$ cat src/rtl/pipe_stall_ctrl.sv
// Pipeline stall/flush controller: load-use interlock, branch flush, multi-cycle
// MDU hold and data-memory backpressure, plus a saturating frozen-PC counter.
module pipe_stall_ctrl #(
  parameter int CNT_W = 32
) (
  input  logic             clk,
  input  logic             reset,
  input  logic [4:0]       id_rs1,
  input  logic [4:0]       id_rs2,
  input  logic             id_use_rs1,
  input  logic             id_use_rs2,
  input  logic [4:0]       ex_rd,
  input  logic             ex_is_load,
  input  logic             ex_is_mdu,
  input  logic             ex_br_taken,
  input  logic             mdu_done,
  input  logic             mem_req,
  input  logic             mem_ready,
  input  logic             cnt_clr,
  output logic             en_pc,
  output logic             en_ifid,
  output logic             en_idex,
  output logic             en_exmem,
  output logic             en_memwb,
  output logic             flush_ifid,
  output logic             flush_idex,
  output logic             flush_exmem,
  output logic             mdu_start,
  output logic [CNT_W-1:0] stall_cnt
);

  typedef enum logic {RUN = 1'b0, MDU_WAIT = 1'b1} state_t;

  state_t            state_q, state_d;
  logic              done_pend_q, done_pend_d;
  logic [CNT_W-1:0]  cnt_q;
  logic              mem_stall;
  logic              load_use;

  assign mem_stall = mem_req & ~mem_ready;
  assign load_use  = ex_is_load & (ex_rd != 5'd0) &
                     ((id_use_rs1 & (id_rs1 == ex_rd)) | (id_use_rs2 & (id_rs2 == ex_rd)));

  always_comb begin
    state_d     = state_q;
    done_pend_d = done_pend_q;
    en_pc       = 1'b0;
    en_ifid     = 1'b0;
    en_idex     = 1'b0;
    en_exmem    = 1'b0;
    en_memwb    = 1'b0;
    flush_ifid  = 1'b0;
    flush_idex  = 1'b0;
    flush_exmem = 1'b0;
    mdu_start   = 1'b0;
    if (reset) begin
      state_d     = RUN;
      done_pend_d = 1'b0;
    end else if (mem_stall) begin
      if (mdu_done) done_pend_d = 1'b1;
    end else begin
      case (state_q)
        RUN: begin
          if (ex_br_taken) begin
            {en_pc, en_ifid, en_idex, en_exmem, en_memwb} = 5'b11111;
            flush_ifid = 1'b1;
            flush_idex = 1'b1;
          end else if (ex_is_mdu) begin
            mdu_start   = 1'b1;
            en_exmem    = 1'b1;
            flush_exmem = 1'b1;
            en_memwb    = 1'b1;
            // a done captured outside a wait is stale; never let it end this one
            done_pend_d = 1'b0;
            state_d     = MDU_WAIT;
          end else if (load_use) begin
            en_idex    = 1'b1;
            flush_idex = 1'b1;
            en_exmem   = 1'b1;
            en_memwb   = 1'b1;
          end else begin
            {en_pc, en_ifid, en_idex, en_exmem, en_memwb} = 5'b11111;
          end
        end
        MDU_WAIT: begin
          if (mdu_done | done_pend_q) begin
            {en_pc, en_ifid, en_idex, en_exmem, en_memwb} = 5'b11111;
            done_pend_d = 1'b0;
            state_d     = RUN;
          end else begin
            en_exmem    = 1'b1;
            flush_exmem = 1'b1;
            en_memwb    = 1'b1;
          end
        end
        default: state_d = RUN;
      endcase
    end
  end

  always_ff @(posedge clk or posedge reset) begin
    if (reset) begin
      state_q     <= RUN;
      done_pend_q <= 1'b0;
    end else begin
      state_q     <= state_d;
      done_pend_q <= done_pend_d;
    end
  end

  always_ff @(posedge clk or posedge reset) begin
    if (reset) begin
      cnt_q <= '0;
    end else if (cnt_clr) begin
      cnt_q <= '0;
    end else if (!en_pc && (cnt_q != {CNT_W{1'b1}})) begin
      cnt_q <= cnt_q + {{(CNT_W-1){1'b0}}, 1'b1};
    end
  end

  assign stall_cnt = cnt_q;

endmodule
$ cat config.mk
export PLATFORM = sky130hd
export DESIGN_NAME = pipe_stall_ctrl
export DESIGN_NICKNAME = d
export VERILOG_FILES = /design/src/rtl/pipe_stall_ctrl.sv
export SDC_FILE = /design/constraint.sdc
export NUM_CORES = 1
export LEC_CHECK = 0
export BUFFER_PORTS_ARGS = -buffer_cell sky130_fd_sc_hd__buf_2
export CORE_MARGIN = 3
export CORE_UTILIZATION = 50
export CTS_CLUSTER_SIZE = 10
export DETAILED_ROUTE_END_ITERATION = 8
export PLACE_DENSITY_LB_ADDON = 0.25
export SLEW_MARGIN = 20
export SYNTH_ARGS = -nofsm -noshare
export SYNTH_HDL_FRONTEND = slang
export SYNTH_SLANG_ARGS = --single-unit
$ cat constraint.sdc
create_clock -name clk -period 2.56 [get_ports clk]
set_input_delay 0.256 -clock clk [delete_from_list [all_inputs] [get_ports clk]]
set_output_delay 0.256 -clock clk [all_outputs]
set_load 0.05 [all_outputs]
==> flow_summary_export.csv, run 1 <==
group,metric,value,unit
placement,portBuffers,66,
clock_network,tritoncts.num_buffers,5,
finish,design.final.nets,347,
sta,finClkSkew,0.007878,ns
floorplan,die_outline_area,5446,sq um
sta,max-slew-margin-rel,0.5631,
floorplan,initial_core_util,0.5243,
global_route,grt_start_max_net_pins,38,
power_and_ir_drop,max-vdd-ir-drop,0.0002920,V
routing,residual_drc_count,0,
critical_path,r2r-end,"stall_cnt[29]",
critical_path,cp.buffers_inverters,2,
floorplan,rows,24,
global_route,initial_antenna_violation_count,0,
critical_path,cpLargestDelayFamily,"compound AO/OA/AOI/OAI gates",
critical_path,worst-r2r-cell-count,6,
synthesis,synth_flop_cell,"dfrtp_1",
critical_path,critical_path.endpoint_type,"output port",
routing,final_antenna_net_count,0,
finish,multi_input_comb_area,1320,sq um
finish,drive_gt1_frac,0.3022,
routing,vias_per_cell,5.995,
global_route,use_met2,0.3366,
clock_network,cts-htree-levels,2,
clock_network,clkTransAtPathRegs,0.07,ns
global_route,grt.busiest_layer,"met2",
synthesis,synth-warning-count,0,
routing,wire_per_inst,15.09,microns
critical_path,cp_max_fo,37,
routing,drt_first_pass_iters,4,
critical_path,worstPathCellList,"or3b_1 -> a21boi_4 -> nand2_2 -> o21ai_4 -> buf_12 -> buf_2",
synthesis,synth_enable_flop_cells,0,
synthesis,syn-num-nets,286,
sta,max_freq,422.3,MHz
clock_network,tritoncts_clock_tree,"yes",
critical_path,reg2reg_setup_slack,0.35,ns
synthesis,ys_seq_elements,34,
clock_network,cts_resized,0,
finish,ant_diodes,0,
sta,actual_slew_at_the_worst_max_slew_pin,0.6554,ns
clock_network,clock_latency,0.29,ns
critical_path,crit-reg2reg-launch,"stall_cnt[16]",
finish,layout_area_growth_over_synthesis,19.11,%
floorplan,floorplan.die.width,73.80,microns
routing,vias,2236,
global_route,groute.layer.met3.usage,0.03694,
synthesis,synthTopCellsByArea,"dfrtp_1, o31ai_1, or4_1, a21oi_1, xnor2_1",
clock_network,cts_root_buf,"clkbuf_8",
worst_hold_path,hold_class,"in -> async",
synthesis,synth_top_cell_area_share,0.3702,
global_route,globalRoute.totalOverflow,0,
floorplan,die_y,73.80,microns
sta,hold_viol,0,
critical_path,cp-endpoint,"en_pc",
synthesis,synth.avg_cell_area,8.874,sq um
sta,final.setup.worst_slack,0.1920,ns
sta,setup_viol_count_final,0,
critical_path,timing.critical_path.arrival,2.11,ns
sta,totalNegativeSetupSlack,0,ns
sta,part_of_the_cycle_the_worst_path_needs,0.9250,
critical_path,max_stage_delay_on_crit_path,0.44,ns
critical_path,worst_setup_path_startpoint,"state_q",
synthesis,ys_seq_area_frac,0.3702,
finish,num-fill-cells,424,
synthesis,yosysTopAreaCell,"dfrtp_1",
global_route,global_route_wire_length_before_repair,9218,microns
clock_network,postCtsSetupBuffers,0,
status,outcome,"finished clean",
critical_path,critical_path_cell_count,6,
sta,maxSlewViolCount,0,
flow_run,maxCapViolations,0,
critical_path,slowest_stage_cell_crit_path,"dfrtp_1",
floorplan,top_level_ports,67,
clock_network,number_of_sinks_on_the_clock_net,34,
placement,place.gp.congestion,0.8174,
critical_path,critical_path_required,2.30,ns
finish,ff_latch_area,850.8,sq um
routing,routed_wirelength,5628,microns
placement,place_hpwl,4101,microns
global_route,track_usage,0.2141,
power_and_ir_drop,p_leak,1.215,nW
routing,initialDrtViolationCount,174,
clock_network,number_of_buffers_added_to_fix_hold_violations_after_cts,0,
synthesis,synth_area,2298,sq um
synthesis,syn_inst,259,
critical_path,path_class,"reg -> out",
global_route,globalRouteMet1Util,0.3011,
power_and_ir_drop,power_density,431.1,nW/um^2
clock_network,ctsLongestPathBuffers,2,
placement,pre_cts_ws,0.3537,ns
sta,min_period,2.368,ns
synthesis,asyncSetResetFlopFracSynth,1.000,
floorplan,coreArea,4384,sq um
synthesis,synthDistinctLibCells,45,
global_route,vias_in_the_first_global_route,1965,
critical_path,cp-start-kind,"register",
sta,rsz0062_at_grt,"false",
==> worst min-delay path, delay by kind of cell <==
kind / cells / cell delay (ns)
buffers and inverters: 3 / 0.57
==> cell families after synthesis <==
logic type / count (synthesis) / share of synthesized area
simple gates: 121 / 0.3321
compound gates: 65 / 0.1758
flops: 34 / 0.3702
buf+inv: 24 / 0.05879
xor+xnor: 10 / 0.03810
mux: 4 / 0.01960
fa+ha+maj: 1 / 0.005443
==> worst min-delay path by stage <==
stage	start	endpoint	slack, ns	cells after the start
detailed placement	reset	stall_cnt[14]	0.44	3
floorplan	reset	done_pend_q	0.20	1
global placement	reset	state_q	0.43	3
global route	reset	stall_cnt[28]	0.16	3
CTS	reset	stall_cnt[28]	0.13	3
finish	reset	stall_cnt[28]	0.11	3
==> layer usage <==
layer	routed length, microns	vias up
li1	-	1102
met3	256	5
met2	2766	56
met1	2550	1073
met5	0	-
met4	53	0
==> cells in the mapped netlist (2+ instances only) <==
| cell | n |
|---|---|
| a21oi_1 | 28 |
| and2_1 | 2 |
| and3_1 | 8 |
| and4_1 | 2 |
| buf_2 | 6 |
| buf_4 | 2 |
| buf_6 | 4 |
| clkbuf_1 | 5 |
| dfrtp_1 | 34 |
| inv_1 | 6 |
| mux2_2 | 4 |
| nand2_1 | 13 |
| nand2b_1 | 3 |
| nand3_1 | 14 |
| nand4_1 | 11 |
| nor2_1 | 12 |
| nor2b_1 | 8 |
| nor3_1 | 5 |
| o21ai_0 | 9 |
| o31ai_1 | 20 |
| or3_1 | 10 |
| or3_4 | 2 |
| or4_1 | 20 |
| xnor2_1 | 10 |
==> state kept, by name, indices dropped and copies added, names as in the netlist <==
| name | flops |
|---|---|
| state_q | 1 |
| done_pend_q | 1 |
| stall_cnt | 32 |
==> metrics by stage <==
step,cells,power [mW],cell area [sq um],utilization,hold slack [ns]
final,373,1.180,2738,0.6244,0.1125
after global routing,373,1.232,2738,0.6244,0.1612
after CTS,373,1.191,2738,0.6244,0.1266
after detailed placement,365,0.7785,2646,0.6036,0.4366
after global placement,365,0.7765,2646,0.6036,0.4331
after floorplan,259,0.7192,2302,-,0.2009
==> layout by cell type (no fill, tap or decap), types with 2 or more instances in the layout <==
cell      instances
a21oi_1          28
and2_1            2
and3_1            8
and4_1            2
buf_2            66
buf_4             4
clkbuf_8          6
dfrtp_1          34
inv_1             5
mux2_2            4
nand2_1          13
nand2b_1          3
nand3_1          14
nand4_1          11
nor2_1           12
nor2b_1           8
nor3_1            5
o21ai_0           9
o31ai_1          20
or3_1            10
or3_4             2
or4_1            20
xnor2_1          10
==> layout make-up <==
type	count	area share
repair buffers	71	0.1389
clock inverters	1	0.001828
flip-flops and latches	34	0.3108
well taps	52	0.02377
clock buffers	7	0.03154
inverters	7	0.01097
multi-input cells	201	0.4822
==> report_power, final <==
part           leakage (nW)  total, mW  switching [mW]  internal, mW
combinational         0.694      0.215           0.148        0.0675
sequential            0.473      0.551         0.00797         0.543
clock                0.0482      0.414           0.197         0.217
total                  1.22       1.18           0.353         0.827
(Power assumes the default switching activity.)
==> run 2, diff against run 1 <==
--- a/config.mk
+++ b/config.mk
@@ -5,11 +5,11 @@
 export SDC_FILE = /design/constraint.sdc
 export NUM_CORES = 1
 export LEC_CHECK = 0
-export BUFFER_PORTS_ARGS = -buffer_cell sky130_fd_sc_hd__buf_2
 export CORE_MARGIN = 3
 export CORE_UTILIZATION = 50
 export CTS_CLUSTER_SIZE = 10
 export DETAILED_ROUTE_END_ITERATION = 8
+export DONT_BUFFER_PORTS = 1
 export PLACE_DENSITY_LB_ADDON = 0.25
 export SLEW_MARGIN = 20
 export SYNTH_ARGS = -nofsm -noshare
==> flow_summary_export.csv, run 2 (same netlist as run 1, synthesis figures left out) <==
group,metric,value,unit
routing,routed_wirelength,6030,microns
critical_path,slowest_stage_cell_crit_path,"o21ai_4",
finish,design.final.nets,322,
sta,part_of_the_cycle_the_worst_path_needs,0.9200,
clock_network,clock_latency,0.29,ns
finish,final_cell_mix,"buf_4, dfrtp_1, a21oi_1, o31ai_1, or4_1",
critical_path,critical_path.endpoint_type,"output port",
routing,vias_per_cell,6.291,
floorplan,top_level_ports,67,
clock_network,postCtsSetupBuffers,0,
finish,largest_register_ff_count,32,
global_route,global_route_wire_length_before_repair,9549,microns
worst_hold_path,hold_class,"in -> reg",
routing,initialDrtViolationCount,120,
finish,finish.instance_area,2716,sq um
sta,finClkSkew,0.007207,ns
global_route,globalRoute.totalOverflow,0,
sta,max_freq,424.6,MHz
clock_network,cts-htree-levels,2,
global_route,initial_antenna_violation_count,0,
routing,residual_drc_count,0,
critical_path,path_class,"reg -> out",
global_route,track_usage,0.2241,
global_route,grt_start_max_net_pins,38,
routing,wire_per_inst,17.38,microns
placement,place.gp.congestion,0.7954,
critical_path,critical_path_required,2.30,ns
routing,drt_first_pass_iters,4,
clock_network,tritoncts.num_buffers,5,
clock_network,ctsLongestPathBuffers,2,
floorplan,die_outline_area,5446,sq um
clock_network,tritoncts_clock_tree,"yes",
floorplan,coreArea,4384,sq um
critical_path,cpLargestDelayFamily,"compound AO/OA/AOI/OAI gates",
clock_network,cts_resized,0,
floorplan,rows,24,
sta,min_period,2.355,ns
critical_path,max_stage_delay_on_crit_path,0.45,ns
finish,layout_area_growth_over_synthesis,18.18,%
sta,rsz0062_at_grt,"false",
clock_network,number_of_sinks_on_the_clock_net,34,
finish,layout.cells.most_common,"buf_4",
routing,final_antenna_net_count,0,
sta,totalNegativeSetupSlack,0,ns
critical_path,cp-start-kind,"register",
finish,ant_diodes,0,
power_and_ir_drop,power_density,417.3,nW/um^2
sta,actual_slew_at_the_worst_max_slew_pin,0.6056,ns
critical_path,timing.critical_path.arrival,2.10,ns
critical_path,cp_max_fo,15,
critical_path,worstPathCellList,"or3b_1 -> a21boi_4 -> nand2_2 -> o21ai_4 -> buf_4 -> buf_12",
critical_path,cp.buffers_inverters,2,
sta,maxSlewViolCount,0,
placement,portBuffers,0,
sta,hold_viol,0,
clock_network,cts_root_buf,"clkbuf_8",
sta,max-slew-margin-rel,0.5962,
floorplan,die_y,73.80,microns
finish,drive_gt1_frac,0.2339,
power_and_ir_drop,max-vdd-ir-drop,0.0003386,V
floorplan,floorplan.die.width,73.80,microns
status,outcome,"finished clean",
power_and_ir_drop,p_leak,1.108,nW
global_route,vias_in_the_first_global_route,2021,
clock_network,clkTransAtPathRegs,0.07,ns
sta,setup_viol_count_final,0,
flow_run,maxCapViolations,0,
placement,place_area,2621,sq um
placement,place_hpwl,4245,microns
floorplan,initial_core_util,0.5243,
routing,vias,2183,
## run 2: power by group
part / total, mW / internal [mW] / switching (mW)
combinational: 0.209 / 0.0692 / 0.140
sequential: 0.548 / 0.543 / 0.00447
clock: 0.377 / 0.187 / 0.189
## run 2: final timing paths
| kind | from | to | slack, ns | cells past startpoint |
|---|---|---|---|---|
| setup / recovery | state_q | en_pc | 0.20 | 6 |
| hold / removal | cnt_clr | stall_cnt[14] | 0.02 | 1 |
| setup reg to reg | state_q | stall_cnt[30] | 0.27 | 7 |
| hold reg to reg | done_pend_q | done_pend_q | 0.54 | 2 |
| max in group asynchronous | reset | stall_cnt[1] | 1.67 | 3 |
| min in group asynchronous | reset | done_pend_q | 0.57 | 3 |
## run 2: routing by layer
metal	wire length (microns)	global-route usage	vias to the layer above	share of wire
met5	0	0	-	0
met4	55	0.06841	0	0.0091
met3	437	0.06566	6	0.072
met2	2966	0.3602	77	0.49
met1	2571	0.2897	1049	0.43
li1	-	-	1051	-
## run 2: per-stage QoR
step	util	hold WS (ns)	total power [mW]	instances	setup WS (ns)
global route	0.6196	0.01249	1.178	347	0.09216
finish	0.6196	0.02492	1.134	347	0.2048
detailed placement	0.5979	0.2884	0.7588	338	0.3030
floorplan	-	0.2009	0.7192	259	0.09169
CTS	0.6176	0.01923	1.134	346	0.1103
global placement	0.5979	0.2858	0.7552	338	0.3995
## run 2: cell type report
| cell class | count | area [sq um] |
|---|---|---|
| clock buffer | 7 | 76.32 |
| sequential | 34 | 850.8 |
| timing repair buffer | 45 | 365.4 |
| fill | 401 | 1668 |
| tap | 52 | 65.06 |
| inverter | 7 | 30.03 |
| multi-input combinational | 202 | 1329 |
## run 2: what timing repair did
| action | in CTS | in global routing |
|---|---|---|
| hold buffers | 1 | 0 |
| endpoints found under the setup margin | 0 | 1 |
| endpoints found under the hold margin | 34 | 0 |
